[src/rtl/uart_pkg.sv]
// rtl/uart_pkg.sv - shared UART constants and receiver state encoding
//
// Purpose: defaults shared by the UART receive path (character width,
// receive FIFO depth) and the receiver FSM state encoding.
// Ports: none (package).
package uart_pkg;

  localparam int DBIT_DEFAULT   = 8;  // data bits per character
  localparam int ADDR_W_DEFAULT = 4;  // log2 of receive FIFO depth

  typedef enum logic [1:0] {
    IDLE  = 2'd0,
    START = 2'd1,
    DATA  = 2'd2,
    STOP  = 2'd3
  } rx_state_t;

endpackage

[src/rtl/uart_fifo_mem.sv]
// rtl/uart_fifo_mem.sv - dual-port register array for the UART receive FIFO
//
// Purpose: 2**ADDR_W x DBIT storage, synchronous write, asynchronous read,
// cleared on reset so the read port shows 0 out of reset.
// Ports:
//   clk      in   system clock
//   reset_n  in   asynchronous active-low reset, clears all entries
//   we       in   write enable
//   waddr    in   write address
//   wdata    in   write data
//   raddr    in   read address
//   rdata    out  combinational read data
module uart_fifo_mem
  import uart_pkg::*;
#(
  parameter int DBIT   = DBIT_DEFAULT,
  parameter int ADDR_W = ADDR_W_DEFAULT
) (
  input  logic              clk,
  input  logic              reset_n,
  input  logic              we,
  input  logic [ADDR_W-1:0] waddr,
  input  logic [DBIT-1:0]   wdata,
  input  logic [ADDR_W-1:0] raddr,
  output logic [DBIT-1:0]   rdata
);

  localparam int DEPTH = 1 << ADDR_W;

  logic [DBIT-1:0] mem [DEPTH];

  always_ff @(posedge clk or negedge reset_n) begin
    if (!reset_n) begin
      for (int i = 0; i < DEPTH; i++) begin
        mem[i] <= '0;
      end
    end else if (we) begin
      mem[waddr] <= wdata;
    end
  end

  assign rdata = mem[raddr];

endmodule

[src/rtl/uart_rx_fifo.sv]
// rtl/uart_rx_fifo.sv - receive FIFO between UART receiver and consumer stream
//
// Purpose: captures each byte on rx_done_tick into a circular FIFO and
// presents it first-word-fall-through on a valid/ready stream. Reports
// fill level, full/empty and a sticky overrun for bytes dropped when full.
// Optional macro UART_RX_FIFO_WATERMARK_EN enables the registered
// almost_full = (level >= AF_LEVEL) flag; otherwise almost_full is tied 0.
// Ports:
//   clk           in   system clock
//   reset_n       in   asynchronous active-low reset
//   rx_done_tick  in   one-cycle strobe, rx_dout holds a complete byte
//   rx_dout       in   received byte
//   m_data        out  head-of-FIFO byte
//   m_valid       out  FIFO non-empty
//   m_ready       in   consumer accepts m_data this cycle
//   level         out  number of stored bytes, 0..2**ADDR_W
//   full          out  level == 2**ADDR_W
//   empty         out  level == 0
//   overrun       out  sticky dropped-byte flag
//   clr_overrun   in   one-cycle clear of overrun
//   almost_full   out  watermark flag
module uart_rx_fifo
  import uart_pkg::*;
#(
  parameter int DBIT     = DBIT_DEFAULT,
  parameter int ADDR_W   = ADDR_W_DEFAULT,
  parameter int AF_LEVEL = 12
) (
  input  logic            clk,
  input  logic            reset_n,
  input  logic            rx_done_tick,
  input  logic [DBIT-1:0] rx_dout,
  output logic [DBIT-1:0] m_data,
  output logic            m_valid,
  input  logic            m_ready,
  output logic [ADDR_W:0] level,
  output logic            full,
  output logic            empty,
  output logic            overrun,
  input  logic            clr_overrun,
  output logic            almost_full
);

  localparam logic [ADDR_W:0] PTR_ONE = {{ADDR_W{1'b0}}, 1'b1};

  // Pointers carry one extra wrap bit so full and empty are distinguishable.
  logic [ADDR_W:0] wr_ptr;
  logic [ADDR_W:0] rd_ptr;
  logic            push;
  logic            pop;
  logic            drop;

  assign empty   = (wr_ptr == rd_ptr);
  assign full    = (wr_ptr[ADDR_W] != rd_ptr[ADDR_W]) &&
                   (wr_ptr[ADDR_W-1:0] == rd_ptr[ADDR_W-1:0]);
  assign level   = wr_ptr - rd_ptr;
  assign m_valid = !empty;

  assign pop  = m_valid && m_ready;
  // A full FIFO still takes a byte when the head leaves in the same cycle.
  assign push = rx_done_tick && (!full || pop);
  assign drop = rx_done_tick && full && !pop;

  uart_fifo_mem #(
    .DBIT   (DBIT),
    .ADDR_W (ADDR_W)
  ) u_mem (
    .clk     (clk),
    .reset_n (reset_n),
    .we      (push),
    .waddr   (wr_ptr[ADDR_W-1:0]),
    .wdata   (rx_dout),
    .raddr   (rd_ptr[ADDR_W-1:0]),
    .rdata   (m_data)
  );

  always_ff @(posedge clk or negedge reset_n) begin
    if (!reset_n) begin
      wr_ptr <= '0;
      rd_ptr <= '0;
    end else begin
      if (push) wr_ptr <= wr_ptr + PTR_ONE;
      if (pop)  rd_ptr <= rd_ptr + PTR_ONE;
    end
  end

  // Set has priority over clear so a drop coinciding with a clear is not lost.
  always_ff @(posedge clk or negedge reset_n) begin
    if (!reset_n) begin
      overrun <= 1'b0;
    end else if (drop) begin
      overrun <= 1'b1;
    end else if (clr_overrun) begin
      overrun <= 1'b0;
    end
  end

`ifdef UART_RX_FIFO_WATERMARK_EN
  localparam logic [ADDR_W:0] AF_THR = (ADDR_W + 1)'(AF_LEVEL);

  logic [ADDR_W:0] level_next;
  logic            af_q;

  // Registering the compare on the next level keeps almost_full aligned
  // with level on the same edge.
  always_comb begin
    level_next = level;
    if (push && !pop) level_next = level + PTR_ONE;
    if (pop && !push) level_next = level - PTR_ONE;
  end

  always_ff @(posedge clk or negedge reset_n) begin
    if (!reset_n) begin
      af_q <= 1'b0;
    end else begin
      af_q <= (level_next >= AF_THR);
    end
  end

  assign almost_full = af_q;
`else
  assign almost_full = 1'b0;
`endif

endmodule

[config.mk]
export PLATFORM = sky130hd
export DESIGN_NAME = uart_rx_fifo
export DESIGN_NICKNAME = d
export VERILOG_FILES = /design/src/rtl/uart_pkg.sv /design/src/rtl/uart_fifo_mem.sv /design/src/rtl/uart_rx_fifo.sv
export SDC_FILE = /design/constraint.sdc
export NUM_CORES = 1
export LEC_CHECK = 0
export CAP_MARGIN = 20
export CORE_UTILIZATION = 30
export DETAILED_ROUTE_END_ITERATION = 12
export SLEW_MARGIN = 20
export SYNTH_ARGS = -nofsm -noshare
export SYNTH_HDL_FRONTEND = slang
export SYNTH_SLANG_ARGS = --single-unit
[constraint.sdc]
create_clock -name clk -period 6.96 [get_ports clk]
set_input_delay 1.392 -clock clk [delete_from_list [all_inputs] [get_ports clk]]
set_output_delay 1.392 -clock clk [all_outputs]
set_load 0.03 [all_outputs]
After elaboration in Yosys (flattened, before gate mapping)
Index checks and enable logic that the tools add are counted.
{ "totals": {"input_bits": 13, "output_inout_bits": 18, "ff_bits": 139, "word_cells": 49} }
{ "op_classes": {"magnitude_cmp": 3, "addsub": 3, "mux": 8, "n_eq_ne": 3, "bitwise_logic": 2, "n_reduce_logical": 11} }
{ "ops": {"columns": ["cell", "count"], "rows": [
  ["128-bit bitwise mux", 1],
  ["8-bit binary-select mux with 4-bit select", 1],
  ["8-bit demux with 4-bit select", 1],
  ["8-bit 2-to-1 mux", 3],
  ["5-bit by 1-bit adder with 5-bit output (second input constant)", 2],
  ["5-bit greater-or-equal comparator (second input constant)", 2],
  ["4-bit inverter with 5-bit output", 2],
  ["1-bit logical AND", 6],
  ["5-bit equality test", 1],
  ["5-bit by 1-bit < comparator with 1-bit output (second input constant)", 1],
  ["5-bit subtractor", 1],
  ["4-bit equality test", 1],
  ["1-bit zero test", 3],
  ["1-bit 2-to-1 mux", 2],
  ["2-bit nonzero test", 1],
  ["1-bit logical OR", 1],
  ["1-bit != test", 1]
]} }

Depth between registers and ports, before layout
Gate-level depths: netlist (run 1).
{ "depth": {"word_depth": 6, "depth_mapped": 10, "mapped_depth_nobuf": 7} }

Hierarchy
Synthesis (run 1) repeated with hierarchy kept, for this count alone.
{ "unflattened": {"hier_cells": 426, "area_unflattened_um2": 6576.3} }
{ "by_module_without_submodules": {"columns": ["module", "seq_area_each_um2", "cells_per_inst", "area_per_inst_um2", "n_inst"], "rows": [
  ["uart_fifo_mem", 3203.1, 365, 5915.7, 1],
  ["uart_rx_fifo", 275.3, 61, 660.6, 1]
]} }

Worst setup path after synthesis (run 1)
Ideal clock, no wire load.
{ "synth_timing": {"path_type": "flip-flop to output port", "startpoint": "reg rd_ptr[2]", "endpoint": "out level[4]", "path_stages_with_launch": 9, "required_time_ns": 5.568, "slack_ns": 3.330, "t_arrival_ns": 2.238, "path_buffers": 3, "path_cell_list": "dfrtp_1 -> buf_2 -> buf_1 -> clkbuf_1 -> inv_1 -> ha_1 -> a21o_1 -> a21oi_1 -> xnor2_1"} }
{ "synth_via": {"elab_chain_len": 1} }
{ "synth_rtl": {"columns": ["element", "line_no", "text"], "rows": [
  ["start, declared", "uart_rx_fifo.sv:48", "logic [ADDR_W:0] rd_ptr;"],
  ["start signal, assigned", "uart_rx_fifo.sv:83", "if (pop) rd_ptr <= rd_ptr + PTR_ONE;"],
  ["5-bit subtractor", "uart_rx_fifo.sv:56", "assign level = wr_ptr - rd_ptr;"],
  ["end, declared", "uart_rx_fifo.sv:36", "output logic [ADDR_W:0] level,"]
]} }
No other way between the ends.

Final worst setup path (run 1)
{ "layout_timing": {"startpoint": "reg rd_ptr[0]", "endpoint": "out m_data[3]"} }
{ "layout_via": {"elab_chain_len": 4} }
{ "layout_rtl": {"columns": ["element", "line_no", "text"], "rows": [
  ["4-bit inverter with 5-bit output (not written as such)", "uart_fifo_mem.sv:42", "assign rdata = mem[raddr];"],
  ["8-bit binary-select mux with 4-bit select", "uart_fifo_mem.sv:42", null],
  ["8-bit 2-to-1 mux (not written as such) (2 in a row)", "uart_fifo_mem.sv:42", null],
  ["end, declared", "uart_rx_fifo.sv:33", "output logic [DBIT-1:0] m_data,"]
]} }
No other way between the ends. The select of a mux whose other input is x is not followed.

==> flow_metrics.py, run 1 <==
metrics = {
    "floorplan": {
        "start_util_pct": 30.6,
        "die_area_um2": 23000,
        "io_pins": 31,
        "rows": 54,
        "die_w_um": 152,
        "coreArea_um2": 21900,
        "die_h_um": 152,
    },
    "cells_and_area": {
        "drive_above_1_share_pct": 42.4,
        "antenna_cells": 0,
        "fillers": 2093,
        "area_delta_synth_final_pct": 16.3,
        "nets": 495,
    },
    "clock_tree": {
        "cts_resized": 0,
        "cts_setup_buffers": 0,
        "root_buffer": "clkbuf_16",
        "htreeDepth": 4,
        "tritoncts": "yes",
        "cts_hold_buf": 0,
        "path_clk_slew_ns": 0.06,
        "clockBufferDepth": 2,
        "clk_latency_ns": 0.42,
        "cts_num_sinks": 139,
        "cts_buffers": 17,
    },
    "routing": {
        "drtAntennaViolNets": 0,
        "vias": 3806,
        "drtIter0Drc": 183,
        "wirelength_um": 14600,
        "drt_first_pass_iters": 4,
        "routed.top_layer": "met4",
        "wl_met3_um": 409,
        "viasPerCell": 4.98,
        "drc": 0,
        "routedWlPerCell_um": 19.1,
        "wl_met2_um": 7370,
        "m1WireLength_um": 6590,
    },
    "setup_path": {
        "worstReg2RegEnd": "u_mem.mem[20]",
        "reg2reg_setup_slack_ns": 3.99,
        "crit_type": "flop to primary output",
        "required_ns": 5.57,
        "end_kind": "primary output",
        "r2r_cells": 6,
        "startpoint_type": "flop",
        "path_max_fanout": 23,
        "arrival_ns": 3.40,
        "r2r_start": "rd_ptr[3]",
    },
    "placement": {
        "place_hpwl_um": 9800,
        "numPortBuffers": 29,
        "place.gp.congestion": 0.715,
    },
    "logic_synthesis": {
        "ys_seq_area_share_pct": 51.9,
        "yosysUniqueCellTypes": 35,
        "yosysTopAreaCell": "dfrtp_1",
        "async_flop_share_pct": 100,
        "yosysWarnings": 0,
        "synth-seq-cells": 139,
        "yosysMostFrequentCell": "dfrtp_1",
        "synth.area.top_cells": "dfrtp_1, mux2_2, mux4_2",
        "synth_flop_cell": "dfrtp_1",
        "syn-num-nets": 469,
        "synthCells": 446,
        "syn_avg_cell_area_um2": 15.0,
        "synth_top_cell_area_share_pct": 51.9,
        "synth_common_cells": "dfrtp_1, mux2_2, mux2i_1, mux4_2, o21ai_0",
        "synth_edf_count": 0,
        "synth_area_um2": 6710,
    },
    "power": {
        "power.leakage_nw": 3.32,
        "pwr_density_cell_nw_per_um2": 533,
        "peakVddDrop_mv": 0.203,
        "p_total_w": 0.00416,
    },
    "timing": {
        "fin_crit_sh_pct": 68.8,
        "relSlewSlack_pct": 45.4,
        "clock_skew_ns": 0.00475,
        "hold_viol": 0,
        "post-route-min-period_ns": 4.79,
        "worstMarginPinSlew_ns": 0.819,
        "finalSetupTns_ns": 0,
        "timing.fmax_ghz": 0.209,
        "drv_slew": 0,
        "setup_viol": 0,
        "rsz0062_at_grt": "false",
    },
    "grt": {
        "grt_antenna_before_repair": 0,
        "grtUsageTotal_pct": 13.9,
        "grt_pass1_wl_um": 23500,
        "first_global_vias": 4159,
        "grt.overflow.total": 0,
        "grt_max_degree": 85,
    },
    "run_status": {
        "status": "finished, final reports clean",
    },
    "hold_path": {
        "hold_path_end": "rd_ptr[4]",
        "hold_depth": 1,
        "hold_class": "flop to flop",
        "min_from": "rd_ptr[4]",
    },
    "job": {
        "drv_cap": 0,
    },
}
==> metrics by stage <==
step           area (um2)  setup WS [ns]  utilization [%]  std cells  hold slack, ns
2_1_floorplan        6710           3.33                -        446           0.466
3_3_place_gp         7240           2.62             33.1        733           0.482
3_5_place_dp         7240           2.58             33.1        733           0.489
4_1_cts              7800           2.12             35.6        764           0.499
5_1_grt              7800           1.95             35.6        764           0.512
6_report             7800           2.17             35.6        764           0.498
==> layer usage <==
metal	vias to the layer above	GRT usage (%)
met5	-	0
met1	2028	17.7
met4	0	4.80
met2	52	23.2
met3	20	3.38
li1	1706	-
==> cells by family after synthesis <==
logic type,count (synthesis),share of synthesized area [%]
muxes,177,33.3
DFF,139,51.9
and+or+nand+nor,38,5.56
buffers and inverters,38,2.80
AOI/OAI and AO/OA,31,2.89
xor gates and xnor gates,12,1.57
adders and majority gates,10,1.98
other,1,0.0559
==> placed cells by master, fill, tap and decap left out, drive strengths merged <==
cell type	n
dfrtp	139
mux2	129
clkdlybuf4s50	28
mux4	24
mux2i	24
clkbuf	20
o21ai	17
inv	13
xnor2	11
nand3	10
ha	9
nand4	9
a221oi	8
clkinv	7
nand2	5
buf	5
nor2b	4
nor2	3
a21o	2
a21oi	2
and2	2
nand3b	2
bufinv	2
and4	1
or3	1
and3	1
a21boi	1
xor2	1
o22ai	1
fa	1
conb	1
clkinvlp	1
==> where the power goes <==
group	internal, W	switching (W)	total (W)
clock network	0.000524	0.000340	0.000864
registers	0.00120	0.000262	0.00146
logic	0.000950	0.000884	0.00183
total	0.00267	0.00149	0.00416
==> sequential cells by signal, summed over array words and instances (netlist names) <==
name / count
rd_ptr: 5
u_mem.mem: 128
wr_ptr: 5
overrun: 1
==> worst max-delay path, stage by stage (launching register included) <==
cell and delay, ns:
dfrtp_2 0.81, buf_4 0.54, mux4_2 0.58, mux2i_1 0.19
o21ai_0 0.19, clkdlybuf4s50_1 0.66
==> final cells by class <==
class	instances	area (um2)	area share, %
clock inverter	11	123	1.57
inverter	12	45.0	0.577
clock buffer	20	437	5.60
sequential	139	3480	44.6
timing repair buffer	33	325	4.17
multi-input combinational	269	3040	39.0
tap	280	350	4.49
==> worst max-delay path by stage <==
stage               from         to  slack (ns)  depth (start not counted)
5_1_grt        rd_ptr[0]  m_data[2]        1.95                          5
3_3_place_gp   rd_ptr[0]  m_data[3]        2.62                          5
6_report       rd_ptr[0]  m_data[3]        2.17                          5
3_5_place_dp   rd_ptr[0]  m_data[3]        2.58                          5
2_1_floorplan  rd_ptr[2]   level[4]        3.33                          8
4_1_cts        rd_ptr[0]  m_data[3]        2.12                          5
Power figures use the tool's default switching activity.
==> run 2: changes to the inputs <==
clock period = 4.7 ns   (was 6.96 ns; I/O delays follow)
==> run 2 against run 1 <==
Against the previous run:
- power grew 50%
- combinational power rose by 53%
- global-route usage decreased by 0.19 points
- critical path depth grew 3
- clock skew up 0.0031 ns
- critical endpoint is now level[4]
- setup slack lost 1.4 ns
==> flow_metrics.py, run 2 (synthesis results as in run 1) <==
metrics = {
    "clock_tree": {
        "cts_num_sinks": 139,
        "clk_latency_ns": 0.43,
        "cts_buffers": 17,
        "cts_setup_buffers": 0,
        "cts_hold_buf": 0,
        "htreeDepth": 4,
        "clockBufferDepth": 2,
        "root_buffer": "clkbuf_16",
        "path_clk_slew_ns": 0.05,
        "cts_resized": 0,
        "tritoncts": "yes",
    },
    "setup_path": {
        "critical_path.max_stage_delay_ns": 0.69,
        "end_kind": "primary output",
        "startpoint_type": "flop",
        "crit_path_top_delay_cell": "clkdlybuf4s50_1",
        "cpMostUsedCell": "buf_4",
        "endpoint": "level[4]",
        "worstReg2RegEnd": "u_mem.mem[19]",
        "path_max_fanout": 17,
        "path_cells": "buf_4, buf_4, inv_1, ha_1, a21o_1, a21oi_1, xnor2_1, clkdlybuf4s50_1",
        "r2r_cells": 6,
        "arrival_ns": 2.95,
        "r2r_start": "rd_ptr[3]",
        "required_ns": 3.76,
        "crit_type": "flop to primary output",
        "crit_start": "rd_ptr[2]",
        "reg2reg_setup_slack_ns": 1.74,
    },
    "timing": {
        "drv_slew": 0,
        "setup_viol": 0,
        "finalSetupTns_ns": 0,
        "clock_skew_ns": 0.00789,
        "rsz0062_at_grt": "false",
        "post-route-min-period_ns": 3.89,
        "relSlewSlack_pct": 40.2,
        "worstMarginPinSlew_ns": 0.897,
        "fin_crit_sh_pct": 82.7,
        "timing.fmax_ghz": 0.257,
        "hold_viol": 0,
    },
    "cells_and_area": {
        "area_delta_synth_final_pct": 17.1,
        "largest_reg_flops": 128,
        "antenna_cells": 0,
        "most-common-layout-cells": "dfrtp_1, mux2_2, clkdlybuf4s50_1",
        "nets": 497,
        "drive_above_1_share_pct": 43.1,
        "fillers": 2052,
        "largest-register": "u_mem.mem",
        "largestRegisters": "u_mem.mem x128, rd_ptr x5, wr_ptr x5",
        "mostFrequentLayoutCell": "dfrtp_1",
        "layout.cell_area.non_filler_um2": 7860,
    },
    "job": {
        "drv_cap": 0,
    },
    "routing": {
        "drtIter0Drc": 158,
        "viasPerCell": 5.01,
        "routedWlPerCell_um": 18.8,
        "vias": 3839,
        "drtAntennaViolNets": 0,
        "drc": 0,
        "wirelength_um": 14500,
        "drt_first_pass_iters": 6,
    },
    "floorplan": {
        "die_w_um": 152,
        "die_h_um": 152,
        "start_util_pct": 30.6,
        "coreArea_um2": 21900,
        "die_area_um2": 23000,
        "io_pins": 31,
        "rows": 54,
    },
    "grt": {
        "grt_antenna_before_repair": 0,
        "grt.overflow.total": 0,
        "first_global_vias": 4070,
        "grt_pass1_wl_um": 23100,
        "grtUsageTotal_pct": 13.7,
        "grt_max_degree": 111,
    },
    "run_status": {
        "status": "finished, final reports clean",
    },
    "placement": {
        "place.gp.congestion": 0.768,
        "numPortBuffers": 29,
        "place_hpwl_um": 9710,
        "dpl_cell_area_um2": 7270,
    },
    "power": {
        "power.leakage_nw": 3.34,
        "pwr_density_cell_nw_per_um2": 793,
        "peakVddDrop_mv": 0.470,
    },
    "hold_path": {
        "hold_class": "flop to flop",
    },
}
run 2: where the power goes:
part / internal [W] / switching (W)
Sequential: 0.00177 / 0.000337
Combinational: 0.00143 / 0.00137
Clock: 0.000798 / 0.000525
run 2: layout make-up:
cell class,instances,area (um2),share of cell area [%]
Clock buffer,19,443,5.64
Clock inverter,13,144,1.83
Inverter,12,45.0,0.573
Multi-Input combinational cell,269,3040,38.7
Sequential cell,139,3480,44.3
Tap cell,280,350,4.46
Timing Repair Buffer,35,352,4.48
run 2: worst min path at each step:
stage	start	end	slack, ns	depth (start not counted)
5_1_grt	u_mem.mem[8]	u_mem.mem[8]	0.51	1
3_5_place_dp	u_mem.mem[104]	u_mem.mem[104]	0.49	1
2_1_floorplan	rd_ptr[4]	rd_ptr[4]	0.47	1
4_1_cts	u_mem.mem[104]	u_mem.mem[104]	0.50	1
6_report	wr_ptr[4]	wr_ptr[4]	0.50	1
3_3_place_gp	u_mem.mem[14]	u_mem.mem[14]	0.48	1
run 2: metal layers:
metal  share of wire [%]  global-route usage (%)
met1                  46                    18.0
met2                  49                    22.2
met3                 3.3                    3.56
met4                 1.2                    4.21
met5                   0                       0
run 2: stage by stage:
stage	power (W)	util [%]	worst slack [ns]	hold WS, ns	instances
2_1_floorplan	0.00408	-	1.52	0.466	446
3_3_place_gp	0.00486	33.2	1.22	0.482	735
3_5_place_dp	0.00495	33.2	1.22	0.488	735
4_1_cts	0.00629	35.9	0.756	0.502	767
5_1_grt	0.00661	35.9	0.670	0.510	767
6_report	0.00623	35.9	0.814	0.502	767
run 2: critical path: cells and delay by family (launching register included):
kind,cells,cell delay [ns]
buf+inv,4,1.33
fa+ha+maj,1,0.36
compound gates,2,0.36
flops,1,0.32
xor+xnor,1,0.14
